<file path="src/rtl/fetch_unit.sv">
// fetch_unit: generates sequential PCs, issues one-cycle-latency instruction
// memory reads and buffers returned words in a small queue for decode.
// A redirect flushes buffered and in-flight fetches and restarts at a new PC.
module fetch_unit #(
    parameter int              XLEN     = 32,
    parameter logic [XLEN-1:0] RESET_PC = 32'h0000_0000,
    parameter int              DEPTH    = 2
) (
    input  logic                    clk,
    input  logic                    rst,
    output logic                    imem_req,
    output logic [XLEN-1:0]         imem_addr,
    input  logic [31:0]             imem_rdata,
    input  logic                    redirect_valid,
    input  logic [XLEN-1:0]         redirect_pc,
    output logic                    if_valid,
    input  logic                    if_ready,
    output logic [XLEN-1:0]         if_pc,
    output logic [31:0]             if_instr,
    output logic [$clog2(DEPTH):0]  if_count
);

    localparam int PW = $clog2(DEPTH);
    localparam int CW = PW + 1;
    // Depth in the widened occupancy width, so the credit compare is width-matched.
    localparam logic [CW:0] DEPTH_W = (CW+1)'(DEPTH);
    localparam logic [XLEN-1:0] ALIGN_MASK = {{(XLEN-2){1'b1}}, 2'b00};

    logic [XLEN-1:0] fetch_pc_q, fetch_pc_d;
    logic            inflight_q, inflight_d;
    logic [XLEN-1:0] inflight_pc_q, inflight_pc_d;
    logic [XLEN-1:0] pc_q [DEPTH];
    logic [XLEN-1:0] pc_d [DEPTH];
    logic [31:0]     instr_q [DEPTH];
    logic [31:0]     instr_d [DEPTH];
    logic [PW-1:0]   rd_ptr_q, rd_ptr_d;
    logic [PW-1:0]   wr_ptr_q, wr_ptr_d;
    logic [CW-1:0]   count_q, count_d;

    logic            pop;
    logic            push;
    logic            issue;
    logic [CW:0]     occupancy;

    // Handshake, credit check and head-of-queue outputs.
    always_comb begin
        if_valid  = (count_q != '0) && !redirect_valid;
        pop       = if_valid && if_ready;
        push      = inflight_q && !redirect_valid;
        // Entries held plus the one still coming back, minus the one leaving now.
        occupancy = {1'b0, count_q} + {{CW{1'b0}}, inflight_q} - {{CW{1'b0}}, pop};
        // rst gating keeps the strobe low while the asynchronous reset is held.
        issue     = rst && !redirect_valid && (occupancy < DEPTH_W);
        imem_req  = issue;
        imem_addr = fetch_pc_q;
        if_pc     = pc_q[rd_ptr_q];
        if_instr  = instr_q[rd_ptr_q];
        if_count  = count_q;
    end

    // Next-state: redirect flushes everything; otherwise issue, push and pop.
    always_comb begin
        fetch_pc_d    = fetch_pc_q;
        inflight_d    = issue;
        inflight_pc_d = inflight_pc_q;
        rd_ptr_d      = rd_ptr_q;
        wr_ptr_d      = wr_ptr_q;
        count_d       = count_q;
        pc_d          = pc_q;
        instr_d       = instr_q;
        if (redirect_valid) begin
            fetch_pc_d = redirect_pc & ALIGN_MASK;
            rd_ptr_d   = '0;
            wr_ptr_d   = '0;
            count_d    = '0;
        end else begin
            if (issue) begin
                inflight_pc_d = fetch_pc_q;
                fetch_pc_d    = fetch_pc_q + XLEN'(4);
            end
            if (push) begin
                pc_d[wr_ptr_q]    = inflight_pc_q;
                instr_d[wr_ptr_q] = imem_rdata;
                wr_ptr_d          = wr_ptr_q + PW'(1);
            end
            if (pop) begin
                rd_ptr_d = rd_ptr_q + PW'(1);
            end
            if (push && !pop) begin
                count_d = count_q + CW'(1);
            end else if (pop && !push) begin
                count_d = count_q - CW'(1);
            end
        end
    end

    // State registers; reset also clears queue storage so head outputs read zero.
    always_ff @(posedge clk or negedge rst) begin
        if (!rst) begin
            fetch_pc_q    <= RESET_PC;
            inflight_q    <= 1'b0;
            inflight_pc_q <= '0;
            rd_ptr_q      <= '0;
            wr_ptr_q      <= '0;
            count_q       <= '0;
            for (int i = 0; i < DEPTH; i++) begin
                pc_q[i]    <= '0;
                instr_q[i] <= '0;
            end
        end else begin
            fetch_pc_q    <= fetch_pc_d;
            inflight_q    <= inflight_d;
            inflight_pc_q <= inflight_pc_d;
            rd_ptr_q      <= rd_ptr_d;
            wr_ptr_q      <= wr_ptr_d;
            count_q       <= count_d;
            pc_q          <= pc_d;
            instr_q       <= instr_d;
        end
    end

endmodule

</file>
<file path="config.mk">
export PLATFORM = sky130hd
export DESIGN_NAME = fetch_unit
export DESIGN_NICKNAME = d
export VERILOG_FILES = /design/src/rtl/fetch_unit.sv
export SDC_FILE = /design/constraint.sdc
export NUM_CORES = 1
export LEC_CHECK = 0
export BUFFER_PORTS_ARGS = -buffer_cell sky130_fd_sc_hd__buf_4
export CAP_MARGIN = 10
export CORE_ASPECT_RATIO = 1.25
export CORE_MARGIN = 2
export CORE_UTILIZATION = 50
export CTS_CLUSTER_SIZE = 40
export DETAILED_ROUTE_END_ITERATION = 6
export PLACE_DENSITY = 0.86
export SETUP_SLACK_MARGIN = 0.5
export SLEW_MARGIN = 20
export SYNTH_ARGS = -nofsm -noshare
export SYNTH_HDL_FRONTEND = slang
export SYNTH_SLANG_ARGS = --single-unit
</file>
<file path="constraint.sdc">
create_clock -name clk -period 3.3 [get_ports clk]
set_input_delay 0.33 -clock clk [delete_from_list [all_inputs] [get_ports clk]]
set_output_delay 0.33 -clock clk [all_outputs]
set_load 0.02 [all_outputs]
</file>
* Word level (Yosys, flattened, before mapping)
Index checks and enable logic that the tools add are counted.
** Cells by class
- Magnitude comparators :: 4
- Add/subtract/negate cells :: 7
- Reduce and logical (&&, ||, !) cells :: 18
- Bitwise operators :: 3
- Muxes and demuxes :: 19
** Operator list (number)
- $mux 32 :: 9
- $bwmux 64 :: 2
- $add 32x3->32 const B :: 1
- $demux 32 s1 :: 1
- $logic_and 1x1->1 :: 8
- $reduce_bool 2->1 :: 4
- $mux 2 :: 3
- $ge 2x2->1 const B :: 2
- $mux 1 :: 4
- $not 1->2 :: 2
- $reduce_and 2->1 :: 2
- $add 2x1->3 :: 1
- $logic_not 1->1 :: 3
- $lt 3x2->1 const B :: 1
- $reduce_bool 3->1 :: 1
- $sub 3x1->3 :: 1
- $add 1x1->1 const B :: 2
- $add 2x1->2 const B :: 1
- $lt 2x1->1 const B :: 1
- $sub 2x1->2 const B :: 1
- $not 1->1 :: 1
** Storage, ports and cells
- Word-level logic and storage cells :: 61
- Output and inout bits :: 100
- Register bits after elaboration :: 197

* Depth between registers and ports, before layout
Gate-level depths: netlist of the first run.
- Depth in word-level cells :: 8
- Gate-level depth with buffers :: 15
- Gate-level depth less buffers :: 11

* Least setup slack after synthesis of the first run
OpenSTA, ideal clock, no wires.
- Kind :: reg2out
- From :: register count_q[1] (netlist: if_count[1])
- To :: output port imem_req
- Data required time :: 2.970 ns
- Setup slack :: -0.340 ns
- Arrival time :: 3.310 ns
- Stages on the path, launching flop included :: 14
- Cells stage by stage :: dfrtp_1 > clkbuf_1 > nor2_1 > nor2_1 > and2_1 > ha_1 > nand2b_1 > fa_1 > and3b_1 > clkbuf_1 > nand2_1 > buf_2 > inv_2 > clkbuf_1
** Between the ends
- Word-level cells in the longest chain between the ends :: 6
- Elaborated cells on any way between the ends :: 7
- Classes of those cells :: add/sub (2); order compare (1); reduce/logical (4)
** Ends and longest elaborated chain
- from (decl) :: line 38 : logic [CW-1:0] count_q, count_d;
- from (signal assigned) :: line 116 : count_q <= count_d;
- $reduce_bool 2->1 :: line 47 : if_valid = (count_q != '0) && !redirect_valid;
- $logic_and 1x1->1 :: line 47
- via if_valid :: line 16 : output logic if_valid,
- $logic_and 1x1->1 :: line 48 : pop = if_valid && if_ready;
- $sub 3x1->3 :: line 51 : occupancy = {1'b0, count_q} + {{CW{1'b0}}, inflight_q} - {{CW{1'b0}}, pop};
- $lt 3x2->1 :: line 53 : issue = rst && !redirect_valid && (occupancy < DEPTH_W);
- $logic_and 1x1->1 :: line 53
- to (decl) :: line 11 : output logic imem_req,
The timed path passes the listed nets, and every way through them passes these cells.

* Final worst setup path of the first run
- From :: register count_q[1] (netlist: if_count[1])
- To :: output port imem_req
** Between the ends
- Word-level cells in the longest chain between the ends :: 6
- Elaborated cells on any way between the ends :: 7
- Classes of those cells :: add/sub (2); order compare (1); reduce/logical (4)
** Ends and longest elaborated chain (line)
- parallel branches: the longest is 3 deep, another holds $add 2x1->3
- $sub 3x1->3 (*) :: 51
- $lt 3x2->1 (*) :: 53
- $logic_and 1x1->1 (*) :: 53
Every way passes the cells marked *.

==> impl_metrics.yaml, run 1 <==
die:
  die_h_um: 151
  io_pins: 168
  die_w_um: 122
  initial_utilization: 0.514
  placementRows: 53
  core-area_mm2: 0.0169
  fp.dieArea_mm2: 0.0185
timing:
  drv_slew: 0
  fin_ws_ns: 0.407
  hold_violations: 0
  fmax_mhz: 346
  worstMarginPinSlew_ns: 0.896
  relSlewSlack: 0.403
  post-route-period-util: 0.877
  min_period_ns: 2.89
  rsz0062_at_grt: "true"
  setup_viol: 0
  tns_ns: 0
  fin_skew_ns: 0.00706
  holdWs_ns: 0.113
run_status:
  status: "finished, final reports clean"
setup_path:
  r2r_slack_ns: 0.43
  worstSetupStartpointType: "register"
  rr_endpoint: "imem_addr[26]"
  reg2regPathDepth: 12
  end_kind: "output port"
  arrival_ns: 2.56
  cp-startpoint: "if_count[1]"
  crit_path_max_fanout: 4
  crit_type: "reg -> out"
  crit_required_ns: 2.97
  timing.rr.start: "if_count[1]"
  endpoint: "imem_req"
yosys:
  yosysUniqueCellTypes: 51
  synth-async-reset-ratio: 1.00
  netlist_area_mm2: 0.00869
  syn_inst: 722
  syn_avg_cell_area_um2: 12.0
  ys.flop_type: "dfrtp_1"
  synth_edf_count: 0
  synth-seq-cells: 189
  yosysSeqAreaShare: 0.544
  ys_warn_count: 0
routing:
  wirelength_mm: 21.6
  vias_per_cell: 5.84
  drt-initial-drc-count: 518
  first_pass_iters: 6
  num_vias: 6655
  drtAntennaViolNets: 0
  routedWlPerCell_um: 19.0
  drc: 0
cts:
  cts_tree: "done"
  clk_path_buf_depth: 2
  clkSlewWorstSetupHoldPaths_ns: 0.07
  worstSkewPairLatency_ns: 0.42
  cts_buffers: 17
  root_buffer: "clkbuf_16"
  cts_sinks: 189
  htree_levels: 4
finish:
  drive_gt1_frac: 0.497
  utilization: 0.663
  nets: 978
  multi_input_area_mm2: 0.00390
  fillers: 1205
  syn_to_final_growth_pct: 29.0
  register_area_mm2: 0.00473
  diodes: 0
power_and_ir_drop:
  power_uw: 7740
  power.density_mw_per_mm2: 690
  peakVddDrop_mv: 0.387
  p_leak_uw: 0.00525
global_route:
  grt_usage: 0.238
  grt_pass1_wl_mm: 34.1
  grt_pass1_vias: 6696
  grt_overflow: 0
  antenna_found_initial: 0
  grt_max_degree: 74
placement:
  gp_congestion: 0.830
  place_hpwl_mm: 14.2
  dp_slack_ns: 0.219
  io_buffers: 161
min_path:
  min_path_type: "in -> reg"
flow_run:
  drv_cap: 0
placed cells by master, fill, tap and decap left out, types with 6 or more instances in the layout:
master / count
buf_4: 200
buf_6: 7
clkbuf_16: 17
dfrtp_1: 186
inv_1: 6
mux2_2: 186
nand2_1: 115
nand3_1: 21
nand4_1: 14
nor2_1: 7
nor2b_1: 6
nor3_1: 7
o211ai_1: 6
o21ai_0: 8
o311ai_0: 7
or4_1: 10
critical path, stage by stage (launching register included):
cell      delay (ns)
dfrtp_2         0.43
nor2_4          0.14
nor2_4          0.04
and2_4          0.14
ha_4            0.20
nand2b_4        0.13
fa_2            0.54
and3b_2         0.27
nand2_8         0.08
inv_8           0.06
buf_6           0.10
stage by stage:
step	std cells	cell area, um2
after detailed placement	1077	10200
after global routing	1139	11200
after global placement	1077	10200
final	1139	11200
after CTS	1132	11100
after floorplan	725	8860
sequential cells by signal, indices dropped and copies added, names as in the netlist:
name / cells
if_count: 2
imem_addr: 30
inflight_pc_q: 30
inflight_q: 1
instr_q: 64
pc_q: 60
rd_ptr_q: 1
wr_ptr_q: 1
timing repair:
item / 4_1_cts / 5_1_grt
cloned: 1 / 0
endpoints found under the hold margin: 54 / 0
endpoints found under the setup margin: 61 / 26
pin swaps: 6 / 7
buffers inserted: 22 / 7
gates resized for setup: 15 / 12
hold buffers: 1 / 0
cell usage after synthesis (6+ instances only):
| cell type | count | area, um2 |
|---|---|---|
| nor3_1 | 8 | 40.0 |
| clkbuf_1 | 32 | 120 |
| mux2_2 | 186 | 2090 |
| o31ai_1 | 6 | 45.0 |
| nand3_1 | 22 | 110 |
| buf_2 | 11 | 55.1 |
| dfrtp_1 | 189 | 4730 |
| or4_1 | 10 | 75.1 |
| o311ai_0 | 12 | 105 |
| nand4_1 | 14 | 87.6 |
| nor2_1 | 9 | 33.8 |
| nand2_1 | 116 | 435 |
| nor2b_1 | 6 | 37.5 |
| o21ai_0 | 13 | 65.1 |
| inv_1 | 6 | 22.5 |
| nor4_1 | 8 | 50.1 |
| o211ai_1 | 6 | 45.0 |
logic make-up after synthesis:
| kind of cell | after synthesis | share of synthesized area |
|---|---|---|
| AOI/OAI and AO/OA | 62 | 0.0537 |
| DFF | 189 | 0.544 |
| other | 1 | 0.000431 |
| and+or+nand+nor | 219 | 0.122 |
| muxes | 187 | 0.242 |
| adders and majority gates | 3 | 0.00518 |
| xor gates and xnor gates | 5 | 0.00504 |
| buffers and inverters | 56 | 0.0275 |
cell type report:
class | count | share of cell area
clock buffer | 21 | 0.0411
clock inverter | 10 | 0.0145
inverter | 7 | 0.00301
multi-input combinational | 480 | 0.348
sequential | 189 | 0.422
tap | 220 | 0.0246
timing repair buffer | 211 | 0.147
timing repair inverter | 1 | 0.000558
worst min-delay path by stage:
stage,from,endpoint,slack [ns],cells past startpoint
floorplan,rst,if_count[0],0.03,0
global placement,rst,pc_q[44],0.33,1
detailed placement,rst,pc_q[44],0.33,1
CTS,redirect_pc[18],imem_addr[18],0.1,3
global route,redirect_pc[18],imem_addr[18],0.11,3
finish,redirect_pc[18],imem_addr[18],0.11,3
metal layers:
layer,routed length (um),track usage,up-vias
met1,8440,0.291,3297
li1,-,-,2974
met5,0,0,-
met2,11000,0.403,331
met4,581,0.102,0
met3,1630,0.0569,53
power by group:
part / switching (uW) / internal (uW) / leakage [uW]
registers: 414 / 2940 / 0.00237
clock network: 863 / 1310 / 0.000300
logic: 1040 / 1170 / 0.00259
total: 2320 / 5420 / 0.00525
Power figures use the tool's default switching activity.
==> inputs of run 2 (changes only) <==
--- a/config.mk
+++ b/config.mk
@@ -13,6 +13,7 @@
 export CTS_CLUSTER_SIZE = 40
 export DETAILED_ROUTE_END_ITERATION = 6
 export PLACE_DENSITY = 0.86
+export RECOVER_POWER = 50
 export SETUP_SLACK_MARGIN = 0.5
 export SLEW_MARGIN = 20
 export SYNTH_ARGS = -nofsm -noshare
==> impl_metrics.yaml, run 2 (same netlist as run 1, synthesis figures left out) <==
finish:
  syn_to_final_growth_pct: 27.0
  layout_common_cells: "187 x dfrtp_1, 185 x mux2_2, 163 x buf_4, 115 x nand2_1, 38 x clkbuf_1"
  nets: 978
  fillers: 1253
  regMostFlops: "instr_q"
  drive_gt1_frac: 0.454
  reg.largest.list: "instr_q: 64 flops, pc_q: 60 flops"
  diodes: 0
  multi_input_area_mm2: 0.00388
  final_common_cell: "dfrtp_1"
  largest_register_ffs: 64
  register_area_mm2: 0.00473
setup_path:
  slowest_stage: "dfrtp_1"
  timing.rr.start: "if_count[1]"
  rr_endpoint: "imem_addr[26]"
  worstSetupStartpointType: "register"
  crit_required_ns: 2.97
  crit_type: "reg -> out"
  reg2regPathDepth: 12
  cp_top_family: "flip-flops"
  r2r_slack_ns: 0.42
  path_common_cell: "buf_4"
  end_kind: "output port"
  path_buf_inv: 2
  cpPeakStageDelay_ns: 1.20
  arrival_ns: 2.63
  crit_chain: "buf_4 -> mux2_2 -> buf_4"
  crit_path_max_fanout: 26
cts:
  clk_path_buf_depth: 2
  cts_sinks: 189
  worstSkewPairLatency_ns: 0.42
  cts_buffers: 17
  htree_levels: 4
  clkSlewWorstSetupHoldPaths_ns: 0.07
  root_buffer: "clkbuf_16"
  cts_tree: "done"
die:
  io_pins: 168
  die_h_um: 151
  fp.dieArea_mm2: 0.0185
  initial_utilization: 0.514
  die_w_um: 122
  placementRows: 53
  core-area_mm2: 0.0169
power_and_ir_drop:
  p_seq_frac: 0.436
  pwr-share-comb: 0.282
  clkPwrFrac: 0.282
  power.density_mw_per_mm2: 697
  power.switching_uw: 2310
  power.internal_uw: 5380
  p_sw_frac: 0.300
  peakVddDrop_mv: 0.386
  p_leak_uw: 0.00511
  power_uw: 7690
timing:
  drv_slew: 93
  tns_ns: 0
  fin_skew_ns: 0.00846
  min_period_ns: 2.96
  post-route-period-util: 0.898
  hold_violations: 0
  rsz0062_at_grt: "true"
  holdWs_ns: 0.112
  fmax_mhz: 338
  worstMarginPinSlew_ns: 1.75
  setup_viol: 0
  relSlewSlack: -0.164
routing:
  drtAntennaViolNets: 0
  num_vias: 6651
  first_pass_iters: 6
  drc: 0
  drt-initial-drc-count: 496
  routedWlPerCell_um: 19.0
  wirelength_mm: 21.7
  vias_per_cell: 5.84
min_path:
  hold_end: "imem_addr[18]"
  min-delay-start: "redirect_pc[18]"
  min_path_type: "in -> reg"
  hold-path-cell-count: 3
placement:
  place_hpwl_mm: 14.2
  io_buffers: 161
  gp_congestion: 0.830
global_route:
  grt_max_degree: 74
  antenna_found_initial: 0
  grt_pass1_vias: 6696
  grt_overflow: 0
  grt_pass1_wl_mm: 34.1
  grt_usage: 0.238
run_status:
  status: "finished, violations left"
  failed_checks: "capacitance limit, slew limit"
flow_run:
  drv_cap: 2
-- run 2: cell types whose count changed in the layout (fill, tap and decap cells not counted), sizes merged --
cell    previous run  this run
clkbuf            22        60
buf              209       171
-- run 2: layer usage --
metal | global-route usage | share of wire | up-vias
li1 | - | - | 2972
met1 | 0.291 | 0.39 | 3304
met2 | 0.403 | 0.51 | 319
met3 | 0.0569 | 0.074 | 56
met4 | 0.102 | 0.027 | 0
met5 | 0 | 0 | -
-- run 2: cell type report --
type                            instances  share of cell area
Clock inverter                         10              0.0147
Sequential cell                       189               0.429
Tap cell                              220              0.0249
Inverter                                7             0.00306
Timing Repair Buffer                  211               0.135
Multi-Input combinational cell        480               0.351
Timing Repair inverter                  1            0.000567
Clock buffer                           21              0.0417
-- run 2: worst min-delay path: stages --
cell,delay (ns)
buf_4,0.08
nand2_1,0.04
nand3_1,0.06
-- run 2: how the worst max path moves through the flow --
stage	startpoint	endpoint	slack [ns]	cells after the start
finish	rd_ptr_q	if_instr[27]	0.34	3
global route	rd_ptr_q	if_instr[23]	0.20	3
CTS	if_count[1]	imem_req	0.41	10
detailed placement	if_count[0]	imem_addr[30]	0.22	12
global placement	if_count[0]	imem_addr[30]	0.25	12
floorplan	if_count[1]	imem_addr[24]	0.35	13
-- run 2: power by group through the flow --
stage	sequential, uW	combinational [uW]	clock, uW
global placement	3340	2110	0
CTS	3350	2210	2200
global route	3440	2330	2290
finish	3350	2170	2170
detailed placement	3390	2160	0
floorplan	3280	1390	0
-- run 2: repair_timing --
action / 4_1_cts / 5_1_grt
setup buffers: 22 / 7
gates cloned: 1 / 0
hold endpoints to repair: 54 / 0
endpoints found under the setup margin: 61 / 26
hold buffers: 1 / 0
resized for setup: 15 / 12
pin swaps: 6 / 7
-- run 2: stage by stage --
step	instance area (um2)	worst slack [ns]	std cells	util
floorplan	8860	0.353	725	-
global placement	10200	0.253	1077	0.605
detailed placement	10200	0.219	1077	0.605
CTS	11100	0.412	1132	0.657
global route	11000	0.201	1139	0.653
finish	11000	0.337	1139	0.653
==> inputs of run 3 (changes only) <==
--- a/config.mk
+++ b/config.mk
@@ -13,7 +13,7 @@
 export CTS_CLUSTER_SIZE = 40
 export DETAILED_ROUTE_END_ITERATION = 6
 export PLACE_DENSITY = 0.86
-export RECOVER_POWER = 50
+export RECOVER_POWER = 100
 export SETUP_SLACK_MARGIN = 0.5
 export SLEW_MARGIN = 20
 export SYNTH_ARGS = -nofsm -noshare
==> impl_metrics.yaml, run 3 (same netlist as run 1, synthesis figures left out) <==
run_status:
  status: "finished, violations left"
  failed_checks: "capacitance limit, slew limit"
global_route:
  antenna_found_initial: 0
  grt_pass1_vias: 6696
  grt_pass1_wl_mm: 34.1
  grt_usage: 0.238
  grt_overflow: 0
  grt_max_degree: 74
die:
  fp.dieArea_mm2: 0.0185
  placementRows: 53
  initial_utilization: 0.514
  die_w_um: 122
  core-area_mm2: 0.0169
  io_pins: 168
  die_h_um: 151
finish:
  largest_register_ffs: 64
  layout_common_cells: "187 x dfrtp_1, 184 x mux2_2, 115 x nand2_1, 101 x clkbuf_1, 95 x buf_4"
  syn_to_final_growth_pct: 23.8
  reg.largest.list: "instr_q: 64 flops, pc_q: 60 flops"
  final_common_cell: "dfrtp_1"
  regMostFlops: "instr_q"
  nets: 978
  final_area_mm2: 0.0108
  diodes: 0
  drive_gt1_frac: 0.379
timing:
  fin_skew_ns: 0.00948
  worstMarginPinSlew_ns: 1.76
  rsz0062_at_grt: "true"
  hold_violations: 0
  fmax_mhz: 328
  fin_ws_ns: 0.253
  min_period_ns: 3.05
  relSlewSlack: -0.175
  tns_ns: 0
  drv_slew: 167
  post-route-period-util: 0.923
  holdWs_ns: 0.112
  setup_viol: 0
power_and_ir_drop:
  power_uw: 7470
  peakVddDrop_mv: 0.382
  p_leak_uw: 0.00486
  power.density_mw_per_mm2: 694
routing:
  vias_per_cell: 5.86
  first_pass_iters: 6
  routedWlPerCell_um: 19.2
  num_vias: 6669
  drtAntennaViolNets: 0
  wirelength_mm: 21.8
  drt-initial-drc-count: 572
  drc: 0
setup_path:
  worstSetupStartpointType: "register"
  arrival_ns: 3.35
  end_kind: "register"
  crit_type: "reg -> reg"
  crit_path_max_fanout: 17
  crit_required_ns: 3.60
cts:
  cts_tree: "done"
  worstSkewPairLatency_ns: 0.42
  cts_buffers: 17
  cts_sinks: 189
  htree_levels: 4
  root_buffer: "clkbuf_16"
  clkSlewWorstSetupHoldPaths_ns: 0.07
  clk_path_buf_depth: 2
placement:
  io_buffers: 161
  gp_congestion: 0.830
  dp_slack_ns: 0.219
  place_hpwl_mm: 14.2
  postPlaceCellArea_mm2: 0.0102
flow_run:
  drv_cap: 3
min_path:
  min_path_type: "in -> reg"
## run 3: layout make-up
class / instances / area (um2)
Inverter: 7 / 33.8
Tap cell: 220 / 275
Sequential cell: 189 / 4730
Fill cell: 1335 / 6150
Clock buffer: 21 / 460
Multi-Input combinational cell: 480 / 3840
Timing Repair inverter: 1 / 6.26
Clock inverter: 10 / 163
Timing Repair Buffer: 211 / 1250
## run 3: through the flow
step | instances | util
after floorplan | 725 | -
after global placement | 1077 | 0.605
after detailed placement | 1077 | 0.605
after CTS | 1132 | 0.657
after global routing | 1139 | 0.636
final | 1139 | 0.636
## run 3: routing by layer
metal  share of wire  global-route usage  wire [um]  up-vias
li1                -                   -          -     2990
met1            0.40               0.291       8760     3316
met2            0.50               0.403      11000      307
met3           0.069              0.0569       1510       56
met4           0.026               0.102        567        0
met5               0                   0          0        -
## run 3: worst paths after layout
| check | from | end | slack, ns | depth (start not counted) |
|---|---|---|---|---|
| max | if_count[1] | imem_addr[10] | 0.25 | 12 |
| min | redirect_pc[18] | imem_addr[18] | 0.11 | 3 |
| max reg2reg | if_count[1] | imem_addr[10] | 0.25 | 12 |
| min reg2reg | inflight_pc_q[14] | inflight_pc_q[14] | 0.50 | 2 |
| max in group asynchronous | rst | instr_q[51] | 0.75 | 3 |
| min in group asynchronous | rst | pc_q[42] | 0.44 | 2 |
## run 3: repair_timing
item	in CTS	in global routing
cloned	1	0
pin swaps	6	7
endpoints found under the setup margin	61	26
endpoints found under the hold margin	54	0
setup buffers	22	7
hold buffers	1	0
gates resized for setup	15	12
## run 3: worst max-delay path, cell delays in order (launching register included)
cell and delay (ns):
dfrtp_2 0.43, nor2_4 0.10, nor2_1 0.05, and2_4 0.16
ha_4 0.25, nand2b_1 0.12, fa_2 0.46, and3b_1 0.26
nand2_8 0.13, clkbuf_1 0.34, buf_12 0.20, o21ai_0 0.08
a221o_1 0.34
## run 3: power breakdown
part           internal, uW  total (uW)  switching, uW
logic                   912        1950           1030
clock network          1310        2170            863
registers              2940        3350            410
total                  5160        7470           2310
